<file path="src/rtl/systolic_skew_feeder_pkg.sv">
// Shared definitions for the systolic skew feeder: default sizes, FSM state
// encoding and the row-major flat-index helper used to address packed matrices.
package systolic_skew_feeder_pkg;

  localparam int DW_DEF = 2;
  localparam int N_DEF  = 3;

  typedef logic [1:0] state_t;

  localparam state_t ST_IDLE  = 2'd0;
  localparam state_t ST_FEED  = 2'd1;
  localparam state_t ST_DRAIN = 2'd2;

  // Element (i,k) of an n x n row-major matrix sits at flat slot i*n+k.
  function automatic int idx(input int i, input int k, input int n);
    return i * n + k;
  endfunction

endpackage

</file>
<file path="src/rtl/systolic_skew_feeder_lane_sel.sv">
// One skewed lane: at step k, row lane i carries A[i][k-i] and column lane j
// carries B[k-j][j]; anything outside the effective M x M window reads as 0.
module skew_lane_sel
  import systolic_skew_feeder_pkg::*;
#(
  parameter int DW     = DW_DEF,
  parameter int N      = N_DEF,
  parameter int LANE   = 0,
  parameter bit IS_COL = 1'b0,
  parameter int KW     = 4,
  parameter int MW     = 2
) (
  input  logic [N*N*DW-1:0] mat_i,
  input  logic [KW-1:0]     k_i,
  input  logic [MW-1:0]     m_i,
  output logic [DW-1:0]     elem_o
);

  // Scan the lane's diagonal offsets; at most one offset t matches k = LANE + t.
  always_comb begin
    elem_o = '0;
    for (int t = 0; t < N; t++) begin
      if (LANE < int'(m_i) && t < int'(m_i) && int'(k_i) == LANE + t) begin
        if (IS_COL)
          elem_o = mat_i[idx(t, LANE, N)*DW +: DW];
        else
          elem_o = mat_i[idx(LANE, t, N)*DW +: DW];
      end
    end
  end

endmodule

</file>
<file path="src/rtl/systolic_skew_feeder.sv">
// Skewed operand feeder for the NxN systolic multiplier. Latches A, B and the
// mode on start, streams the diagonally skewed rows/columns, drains the grid
// for M cycles and pulses done. Define SKEW_FEEDER_JOBCNT_EN to add an 8-bit
// wrapping job_count output.
//
//   state    | meaning
//   ---------+----------------------------------------------------------
//   IDLE     | waiting for start; outputs zero, busy low
//   FEED     | loading skew steps k = 1 .. 2M-2 onto row_out/col_out
//   DRAIN    | zero operands for M edges while the grid finishes; done on last
module systolic_skew_feeder
  import systolic_skew_feeder_pkg::*;
#(
  parameter int DW = DW_DEF,
  parameter int N  = N_DEF
) (
  input  logic              clk,
  input  logic              rst,
  input  logic              start,
  input  logic              mode_2x2,
  input  logic [N*N*DW-1:0] a_flat,
  input  logic [N*N*DW-1:0] b_flat,
  output logic [N*DW-1:0]   row_out,
  output logic [N*DW-1:0]   col_out,
  output logic              array_mode,
  output logic              busy,
  output logic              done
`ifdef SKEW_FEEDER_JOBCNT_EN
  , output logic [7:0]      job_count
`endif
);

  localparam int KW = $clog2(3*N);
  localparam int MW = $clog2(N+1);

  state_t            state_q, state_d;
  logic [KW-1:0]     k_q, k_d;
  logic [MW-1:0]     m_q, m_d;
  logic [N*N*DW-1:0] a_q, a_d, b_q, b_d;
  logic [N*DW-1:0]   row_q, row_d, col_q, col_d;
  logic              mode_q, mode_d, busy_q, busy_d, done_q, done_d;

  logic              idle;
  logic [N*N*DW-1:0] src_a, src_b;
  logic [KW-1:0]     sel_k;
  logic [MW-1:0]     sel_m;
  logic [N*DW-1:0]   row_sel, col_sel;
  logic              feed_last, drain_last;

  // In IDLE the step-0 values come straight from the inputs so they can be
  // registered on the same edge that accepts the job.
  assign idle       = (state_q == ST_IDLE);
  assign src_a      = idle ? a_flat : a_q;
  assign src_b      = idle ? b_flat : b_q;
  assign sel_k      = idle ? '0 : k_q;
  assign sel_m      = idle ? (mode_2x2 ? MW'(N-1) : MW'(N)) : m_q;
  assign feed_last  = (k_q == KW'(2*int'(m_q) - 2));
  assign drain_last = (k_q == KW'(3*int'(m_q) - 2));

  for (genvar g = 0; g < N; g++) begin : g_lane
    skew_lane_sel #(.DW(DW), .N(N), .LANE(g), .IS_COL(1'b0), .KW(KW), .MW(MW)) u_row (
      .mat_i (src_a),
      .k_i   (sel_k),
      .m_i   (sel_m),
      .elem_o(row_sel[g*DW +: DW])
    );
    skew_lane_sel #(.DW(DW), .N(N), .LANE(g), .IS_COL(1'b1), .KW(KW), .MW(MW)) u_col (
      .mat_i (src_b),
      .k_i   (sel_k),
      .m_i   (sel_m),
      .elem_o(col_sel[g*DW +: DW])
    );
  end

  // Job sequencing: accept, feed the skewed steps, drain, then pulse done.
  always_comb begin
    state_d = state_q;
    k_d     = k_q;
    m_d     = m_q;
    a_d     = a_q;
    b_d     = b_q;
    row_d   = row_q;
    col_d   = col_q;
    mode_d  = mode_q;
    busy_d  = busy_q;
    done_d  = 1'b0;
    case (state_q)
      ST_IDLE: begin
        if (start) begin
          a_d     = a_flat;
          b_d     = b_flat;
          mode_d  = mode_2x2;
          m_d     = sel_m;
          row_d   = row_sel;
          col_d   = col_sel;
          k_d     = KW'(1);
          busy_d  = 1'b1;
          state_d = ST_FEED;
        end
      end
      ST_FEED: begin
        row_d = row_sel;
        col_d = col_sel;
        k_d   = k_q + KW'(1);
        if (feed_last) state_d = ST_DRAIN;
      end
      ST_DRAIN: begin
        row_d = '0;
        col_d = '0;
        k_d   = k_q + KW'(1);
        if (drain_last) begin
          k_d     = '0;
          busy_d  = 1'b0;
          done_d  = 1'b1;
          state_d = ST_IDLE;
        end
      end
      default: begin
        row_d   = '0;
        col_d   = '0;
        k_d     = '0;
        busy_d  = 1'b0;
        state_d = ST_IDLE;
      end
    endcase
  end

  // State and output registers; reset abandons any job without a done pulse.
  always_ff @(posedge clk or posedge rst) begin
    if (rst) begin
      state_q <= ST_IDLE;
      k_q     <= '0;
      m_q     <= '0;
      a_q     <= '0;
      b_q     <= '0;
      row_q   <= '0;
      col_q   <= '0;
      mode_q  <= 1'b0;
      busy_q  <= 1'b0;
      done_q  <= 1'b0;
    end else begin
      state_q <= state_d;
      k_q     <= k_d;
      m_q     <= m_d;
      a_q     <= a_d;
      b_q     <= b_d;
      row_q   <= row_d;
      col_q   <= col_d;
      mode_q  <= mode_d;
      busy_q  <= busy_d;
      done_q  <= done_d;
    end
  end

  assign row_out    = row_q;
  assign col_out    = col_q;
  assign array_mode = mode_q;
  assign busy       = busy_q;
  assign done       = done_q;

`ifdef SKEW_FEEDER_JOBCNT_EN
  logic [7:0] jobs_q;

  // Completed-job counter, advanced on the edge that raises done; wraps at 256.
  always_ff @(posedge clk or posedge rst) begin
    if (rst)
      jobs_q <= 8'd0;
    else if (done_d)
      jobs_q <= jobs_q + 8'd1;
  end

  assign job_count = jobs_q;
`endif

endmodule

</file>
<file path="config.mk">
export PLATFORM = sky130hd
export DESIGN_NAME = systolic_skew_feeder
export DESIGN_NICKNAME = d
export VERILOG_FILES = /design/src/rtl/systolic_skew_feeder_pkg.sv /design/src/rtl/systolic_skew_feeder_lane_sel.sv /design/src/rtl/systolic_skew_feeder.sv
export SDC_FILE = /design/constraint.sdc
export NUM_CORES = 1
export LEC_CHECK = 0
export CELL_PAD_IN_SITES_DETAIL_PLACEMENT = 0
export CELL_PAD_IN_SITES_GLOBAL_PLACEMENT = 1
export CORE_MARGIN = 2
export CORE_UTILIZATION = 35
export CTS_BUF_LIST = sky130_fd_sc_hd__clkbuf_4 sky130_fd_sc_hd__clkbuf_8
export CTS_CLUSTER_DIAMETER = 60
export DETAILED_ROUTE_END_ITERATION = 7
export PLACE_DENSITY = 0.69
export SLEW_MARGIN = 15
export SYNTH_ARGS = -nofsm -noshare
export SYNTH_HDL_FRONTEND = slang
export SYNTH_HIERARCHICAL = 1
export SYNTH_SLANG_ARGS = --single-unit
</file>
<file path="constraint.sdc">
create_clock -name clk -period 7.5 [get_ports clk]
set_input_delay 2.25 -clock clk [delete_from_list [all_inputs] [get_ports clk]]
set_output_delay 2.25 -clock clk [all_outputs]
set_load 0.05 [all_outputs]
</file>
### Word level (Yosys, flattened, before mapping)

Index checks and enable logic that the tools add are counted.
Widths: inputs -> output; s select.

* bitwise gates (word level): 1
* magnitude comparators: 3
* multipliers: 1
* reduce and logical (&&, ||, !) cells: 14
* multiplexer cells: 39
* equality and inequality tests: 11
* $add $sub $neg: 3

Operators by type and width (count)
* $mux 2: 22
* $mux 18: 2
* $pmux 6 s2: 2
* $mux 4: 3
* $mux 6: 2
* $pmux 4 s3: 1
* $logic_and 1x1->1: 9
* $eq 4x3->1 const B: 2
* $eq 4x4->1: 2
* $ne 2x2->1 const B: 3
* $pmux 2 s3: 1
* $reduce_and 3->1: 2
* $mux 1: 5
* $add 4x1->4 const B: 1
* $eq 4x2->1 const B: 1
* $eq 4x4->1 const B: 1
* $logic_not 4->1: 1
* $lt 1x2->1 const A: 2
* $mul 2x2->4 const A: 1
* $sub 3x2->4 const B: 1
* $sub 4x2->4 const B: 1
* $pmux 1 s3: 1
* $eq 2x1->1 const B: 1
* $eq 2x2->1 const B: 1
* other kinds (4): 4

* bits of input ports: 40
* output and inout port bits: 15
* register bits: 59
* logic and storage cells: 82

### Depth between registers and ports, before layout

* depth after elaboration: 10
* depth in mapped cells: 10
* gate-level depth less buffers: 8

### Cells and area by module

Netlist, hierarchy kept.

Modules (own cells, without submodules)
* systolic_skew_feeder: area each 2889.0 µm², cells each 234, times used 1, sequential area each 1476.4 µm²
* skew_lane_sel at g_lane[1].u_col ...: area each 105.1 µm², cells each 14, times used 2, sequential area each 0.0 µm²
* skew_lane_sel at g_lane[0].u_col ...: area each 97.6 µm², cells each 12, times used 2, sequential area each 0.0 µm²
* skew_lane_sel at g_lane[2].u_col ...: area each 75.1 µm², cells each 7, times used 2, sequential area each 0.0 µm²

### Least setup slack after synthesis

Ideal clock, no wire load.

* path type: input to register
* start: in mode_2x2
* end: reg row_q[1] (netlist: row_out[1])
* data arrival time: 3.733 ns
* path slack: 3.685 ns
* data required time: 7.417 ns
* stages on the path: 6
* setup time: 0.083 ns
* path buffers: 0
* cell sequence: a21oi_1 -> or3b_2 -> o22ai_1 -> a41o_1 -> nand2_1 -> o21ai_0

* longest elaborated chain between the ends: 9
* elaborated cells between the ends (all ways): 15
* classes of those cells: order compare: 3; mux: 7; reduce/logical: 5

Ends and longest elaborated chain
* from (decl): RTL line systolic_skew_feeder.sv:20 `input logic mode_2x2,`
* $mux 1 *: RTL line systolic_skew_feeder.sv:56 `assign sel_m = idle ? (mode_2x2 ? MW'(N-1) : MW'(N)) : m_q;`
* $mux 2 *: RTL line systolic_skew_feeder.sv:56
* $lt 1x2->1: RTL line systolic_skew_feeder_lane_sel.sv:23 `if (LANE < int'(m_i) && t < int'(m_i) && int'(k_i) == LANE + t) begin`
* $logic_and 1x1->1: RTL line systolic_skew_feeder_lane_sel.sv:23
* $mux 2 or $logic_and 1x1->1 (tied branches): RTL line systolic_skew_feeder_lane_sel.sv:23
* $mux 2: RTL line systolic_skew_feeder_lane_sel.sv:23
* $mux 2 *: RTL line systolic_skew_feeder_lane_sel.sv:23
* via row_sel[1]: RTL line systolic_skew_feeder.sv:47 `logic [N*DW-1:0] row_sel, col_sel;`
* $mux 6: RTL line systolic_skew_feeder.sv:89 `if (start) begin`
* $pmux 6 s2 *: RTL line systolic_skew_feeder.sv:87 `case (state_q)`
* to (signal assigned): RTL line systolic_skew_feeder.sv:147 `row_q <= row_d;`
* to (decl): RTL line systolic_skew_feeder.sv:40 `logic [N*DW-1:0] row_q, row_d, col_q, col_d;`

Mark *: on every way through the listed nets, which the timed path passes. The rest lies on a longest branch. The select of a mux whose other input is x is not followed.
A chain may end at the register's enable or synchronous reset.

### Worst setup path in the final report

* start: in start
* end: reg b_q[14]

* longest elaborated chain between the ends: 1

Ends and longest elaborated chain
* from (decl): RTL line systolic_skew_feeder.sv:19 `input logic start,`
* $reduce_and 2->1 (no source line)
* to (signal assigned): RTL line systolic_skew_feeder.sv:135 `b_q <= '0;`
* to (signal assigned): RTL line systolic_skew_feeder.sv:146 `b_q <= b_d;`
* to (decl): RTL line systolic_skew_feeder.sv:39 `logic [N*N*DW-1:0] a_q, a_d, b_q, b_d;`

Every way passes these cells.

==> summary.md <==
| Metric | Value |
|---|---|
| Status | `complete, no violations` |
| Worst EP required | `7.72 ns` |
| Minimum clock period | `4.40 ns` |
| Largest net degree at the start of global routing | `60` |
| Hold_ws | `0.470 ns` |
| Final Hold Violating Endpoints | `0` |
| Setup_tns | `0 ns` |
| Cts hold-fix bufs | `0` |
| Core area | `0.00968 mm²` |
| Adder-cell share of the synthesized area | `1.45%` |
| Slack of the worst reg-to-reg path | `4.61 ns` |
| Initial core utilization | `35.6%` |
| Compound-Gate Fraction of Synth Area | `8.90%` |
| Global placement routability congestion | `0.804` |
| Syn avg cell area | `11.5 µm²` |
| Crit path launch type | `input port` |
| Die width | `103 µm` |
| Initial antenna violation count | `0` |
| Delay-heaviest family, CP | `buffers and inverters` |
| Commonest non-fill, non-tap cell in the layout | `mux2_1` |
| Die Ht | `103 µm` |
| Mapped Area | `0.00344 mm²` |
| Clk root buf | `clkbuf_8` |
| Hpwl dp | `5060 µm` |
| Cts bufs inserted | `9` |
| Final Core Density | `45.4%` |
| Total number of vias | `2483` |
| Vias in the first global route | `2576` |
| GRT Overall Usage | `16.3%` |
| Synth Warn # | `6` |
| GRT overflow | `0` |
| Antenna-violating nets left | `0` |
| Clock Skew | `0.00651 ns` |
| Multiplexer share of the synthesized area | `26.2%` |
| Post-CTS resize count | `0` |
| Crit path max-delay cell type | `nor3b_4` |
| Max Fclk | `227 MHz` |
| Synth area leaders | `dfrtp_1 (43%), mux2_1 (23%), nand2_1 (2.7%)` |
| Area of the multi-input gates | `0.00190 mm²` |
| Post-synth top area share | `42.9%` |
| # rows | `36` |
| Peak fanout along the critical path | `21` |
| Tot Pwr | `1.88 mW` |
| Most frequent cells in the layout | `mux2_1 (71), dfrtp_1 (59), clkdlybuf4s50_1 (54)` |
| Simple-gate portion of the synthesized area | `16.2%` |
| Clock Pin Slew Worst Setup and Hold Paths | `0.07 ns` |
| Crit Path Class | `input port to register` |
| Critical Path AT | `4.62 ns` |
| Post-synthesis sequential area ratio | `42.9%` |
| CTS tree | `done` |
| Routed WL | `7750 µm` |
| RSZ-0062 raised after global routing | `false` |
| Max_cap viols | `0` |
| CTS Buffer Depth | `2` |
| Die ar. | `0.0107 mm²` |
| Clk Latency, worst-skew pair | `0.34 ns` |
| Post-Syn Nets | `344` |
| Relative slew slack | `29.3%` |
| IO Pins | `55` |
| Starting DRT DRC Count | `96` |
| #FFs+latches synth | `59` |
| N_diodes | `0` |
| First-pass GRT wire length | `13100 µm` |
| Design area | `0.00440 mm²` |
| DR pass1 iterations | `4` |
| Cell variety after synth | `50` |
| DR vias/cell | `5.01` |
| Slew Viols, Final | `0` |
| FILL cells | `927` |
| Synth Area in XOR/XNOR | `2.03%` |
| Pwr/cell area | `428 mW/mm²` |
| Largest family of logic cells by synthesized area | `multiplexers` |
| Setup crit end kind | `register` |
| DRC Markers | `0` |
| Worst min path class | `register to register` |
| Share of post-route cells with drive strength above 1 | `11.0%` |
| Area Growth Syn to Fin | `27.7%` |
| H-tree levels | `3` |
| WL per Instance | `15.6 µm` |
| Worst Tran Pin Value | `1.06 ns` |
| Placed instance area | `0.00415 mm²` |
| CP max stage delay | `0.92 ns` |
| CP bufs+invs | `2` |
| Register area | `0.00148 mm²` |
| Crit path cell chain | `clkdlybuf4s50_1 -> nor3b_4 -> buf_4 -> mux2_1` |
| Period utilization | `58.7%` |
| Number of port buffers | `54` |
| Nets | `402` |
| Static Leak | `1.81 nW` |
| VDD IR max | `0.000175 V` |
| Mapped Cells | `300` |
| Final setup violation count | `0` |
| Synth area leader | `dfrtp_1` |
| Sink Count | `59` |
| Postcts setup bufs | `0` |
[worst register-to-register path, stage by stage, from the launching register on]
cell      delay [ns]
dfrtp_1         0.72
nor2_4          0.05
buf_4           0.33
nor2b_1         0.88
and4bb_1        0.31
a32oi_1         0.22
a31oi_1         0.07
nand2_1         0.11
o21ai_1         0.06
[synthesized netlist by cell type, drive strengths merged]
master / instances
mux2: 73
dfrtp: 59
nand2: 25
o21ai: 16
buf: 9
mux2i: 8
nor2: 7
or2: 7
inv: 6
or3b: 6
a31oi: 5
nor2b: 5
a21oi: 4
a32oi: 4
and3b: 4
clkbuf: 4
ha: 4
nand3b: 4
nor3b: 4
nor4b: 4
o2bb2ai: 4
xnor2: 4
xor2: 4
nand3: 3
o22ai: 3
a21o: 2
a41o: 2
and4bb: 2
nand2b: 2
nand4: 2
nand4bb: 2
nor3: 2
or4: 2
or4b: 2
a22oi: 1
a31o: 1
a32o: 1
o31ai: 1
o41ai: 1
or3: 1
[layout make-up]
type,count,share of cell area (%)
inverter,6,0.512
tap,133,3.78
clock buffer,11,3.30
clock inverter,5,2.28
sequential,59,33.6
timing repair buffer,60,13.3
multi-input combinational,222,43.3
[registers in the layout, indices dropped and copies added, names as in the netlist]
name,cells
a_q,18
b_q,18
col_out,6
row_out,6
k_q,4
m_q,2
state_q,2
array_mode,1
busy,1
done,1
[final timing paths]
| kind | start | to | cells after the start |
|---|---|---|---|
| max in group asynchronous | rst | row_out[2] | 3 |
| worst max-delay path | start | b_q[14] | 4 |
| worst min-delay path | m_q[1] | m_q[1] | 1 |
| worst max register to register | state_q[0] | col_out[2] | 8 |
| worst min register to register | m_q[1] | m_q[1] | 1 |
| min in group asynchronous | rst | a_q[0] | 3 |
[layer usage]
layer  track usage, %  part of all wire, %  up-vias
met3             4.50                  4.0        7
met2             26.2                   47       46
met5                0                    0        -
met1             21.6                   48     1213
met4             4.86                  1.0        0
li1                 -                    -     1217
[through the flow]
| stage | worst slack, ns | instances |
|---|---|---|
| final | 3.10 | 496 |
| after floorplan | 3.68 | 300 |
| after detailed placement | 2.72 | 480 |
| after CTS | 3.08 | 496 |
| after global placement | 2.77 | 480 |
| after global routing | 2.93 | 496 |
[cells by family after synthesis]
logic type,count (synthesis)
xor gates and xnor gates,8
AOI/OAI and AO/OA,45
adders and majority gates,4
buffers and inverters,19
DFF,59
and+or+nand+nor,84
muxes,81
[power breakdown]
part           total [mW]  internal (mW)  switching [mW]
Clock               0.362          0.232           0.129
Sequential          0.567          0.467           0.100
Combinational       0.955          0.443           0.512
Total                1.88           1.14           0.741
Power figures use the tool's default switching activity.
==> patch: new RTL, same settings <==
The option `SKEW_FEEDER_JOBCNT_EN` is turned on by a define.
--- a/src/rtl/systolic_skew_feeder.sv
+++ b/src/rtl/systolic_skew_feeder.sv
@@ -8,6 +8,8 @@
 //   IDLE     | waiting for start; outputs zero, busy low
 //   FEED     | loading skew steps k = 1 .. 2M-2 onto row_out/col_out
 //   DRAIN    | zero operands for M edges while the grid finishes; done on last
+`define SKEW_FEEDER_JOBCNT_EN
+
 module systolic_skew_feeder
   import systolic_skew_feeder_pkg::*;
 #(
Function (old outputs only; new: job_count): kept (Yosys induction, for registers that start in step).
==> patch against the original RTL <==
- synthesized cell count increased by 37%
- area after synthesis rose by 12%
- worst setup slack better by 0.12 ns
- power rose by 1.7%
- wire length rose by 22%
- clock skew barely moved
- worst hold slack about the same
- combinational power up 4.5%
- design area increased by 10%
- global-route usage grew 1.5 points
- non-clock buffer count rose by 9
- largest power group unchanged
- register-to-register slack lost 0.84 ns
- sequential cell count up 8
- clock power down 13%
==> patch: results (changes against the original RTL) <==
Outcome
• run status: finished clean

Routing
• number of DRC violations after detailed-routing iteration 0: 100, +4.2%
• drt total wl: 9490 um, +22%
• length of the first detailed-routing pass in iterations: 4, unchanged
• number of vias in the routed layout: 3,064, +23%

Place
• HPWL reported at the end of detailed placement: 6310 um, +25%
• worst slack at placement: 2.91 ns, +0.199 ns
• last weighted congestion value of the routability-driven placer: 0.744, -7.4%
• count of port buffers added during placement: 62, +15%

Global route
• GR Util All Layers: 0.178, +0.0147
• antenna violations before repair: 0, unchanged
• vias in the first global route: 3,200, +24%
• largest net degree at the start of global routing: 68, +13%
• wire length of the first global-routing pass: 16,400 um, +25%

Pwr
• maximum vdd ir drop: 0.000178 V, +2.0%
• P_leak: 0.00221 uW, +22%
• cell internal pwr: 1110 uW, -3.0%

Yosys
• area share of xor/xnor cells in the synthesized design: 0.0363, +0.0160
• synthesized-area fraction occupied by ao, oa, aoi and oai cells: 0.0717, -0.0173
• fraction of synthesized area in multiplexers: 0.130, -0.132
• number of warnings printed during yosys synthesis: 6, unchanged
• cells taking the most area after synthesis: sky130_fd_sc_hd__dfrtp_1 43%, sky130_fd_sc_hd__nand2_1 12%, sky130_fd_sc_hd__mux2_2 6.1%
• most frequent cells after synthesis: 127 x sky130_fd_sc_hd__nand2_1, 67 x sky130_fd_sc_hd__dfrtp_1, 21 x sky130_fd_sc_hd__mux2_2
• Post-Syn Nets: 456, +33%
• fraction of registers with async set or reset after synthesis: 1.00, unchanged
• fraction of the yosys area taken by sequential cells: 0.435, +0.00616
• share of synthesized cell area in full adder, half adder and majority cells: 0.0162, +0.00169

STA
• clock skew: 0.00693 ns, +0.000418 ns
• Slew Limit Headroom: 0.258, -0.0347
• Finish-stage setup viols: 0, unchanged

Worst setup path
• critical path peak fanout: 12, -43%
• crit path DAT: 4.55 ns, -0.07 ns
• Worst R2R Path Depth: 9, +1

Cells and area
• share of layout cells above drive strength 1: 0.121, +0.0111
• Final #Nets: 518, +29%
• total of fill cells in the finished design: 1,087, +17%

Clock tree
• buffer depth of the longest clock path: 2, unchanged
• clock root buffer master: sky130_fd_sc_hd__clkbuf_8

Min path
• number of instances on the worst hold path: 2, +1

patch: cell types whose count changed after synthesis, sizes merged, moves of 4 or more:
cell    unedited run  this run
dfrtp             59        67
clkbuf             4         9
nand2b             2        17
xnor2              4        12
mux2              73        37
nand2             25       128
nand4              2         6
patch: critical path: stages:
cell	delay [ns]
sky130_fd_sc_hd__clkdlybuf4s50_1	0.44
sky130_fd_sc_hd__a21oi_1	0.86
sky130_fd_sc_hd__nor4b_1	0.56
sky130_fd_sc_hd__nand4_1	0.16
sky130_fd_sc_hd__nand3_1	0.11
sky130_fd_sc_hd__nand2b_1	0.06
sky130_fd_sc_hd__o21ai_1	0.10
patch: cell families (layout without fill, tap and decap cells):
logic type | after synthesis | after routing
simple gates | 209 | 209
flops | 67 | 67
buf+inv | 26 | 93
compound gates | 43 | 43
fa+ha+maj | 5 | 5
xor+xnor | 16 | 16
mux | 45 | 45
patch: layout make-up:
class                   instances  area (um^2)  share of cell area
multi-input cells             318         2080               0.430
flip-flops and latches         67         1680               0.346
repair buffers                 69          673               0.139
well taps                     140          175              0.0362
clock buffers                  12          153              0.0315
clock inverters                 4         50.0              0.0103
inverters                       8         30.0             0.00620
patch: metal layers:
metal,track usage,up-vias,part of all wire
li1,-,1527,-
met1,0.252,1471,0.50
met2,0.278,62,0.46
met3,0.0389,4,0.039
met4,0.0385,0,0.0038
met5,0,-,0
patch: worst paths after layout:
check	from	slack (ns)	to
hold reg to reg	b_q[15]	0.47	b_q[15]
setup reg to reg	state_q[1]	3.77	col_out[0]
min in group asynchronous	rst	2.48	b_q[11]
hold / removal	b_q[15]	0.47	b_q[15]
max in group asynchronous	rst	4.43	a_q[5]
setup / recovery	mode_2x2	3.22	col_out[0]
patch: power by group through the flow:
stage | sequential (uW) | combinational (uW) | clock, uW
floorplan | 671 | 674 | 0
global placement | 605 | 992 | 0
detailed placement | 613 | 1010 | 0
CTS | 606 | 1010 | 323
global route | 625 | 1120 | 340
finish | 603 | 998 | 314
patch: metrics by stage:
stage	hold WS (ns)	utilization	instances	cell area (um^2)	power, uW
finish	0.470	0.449	618	4840	1920
global route	0.495	0.449	618	4840	2080
global placement	0.450	0.430	602	4640	1600
CTS	0.473	0.449	618	4840	1940
floorplan	0.438	-	411	3860	1340
detailed placement	0.457	0.430	602	4640	1620
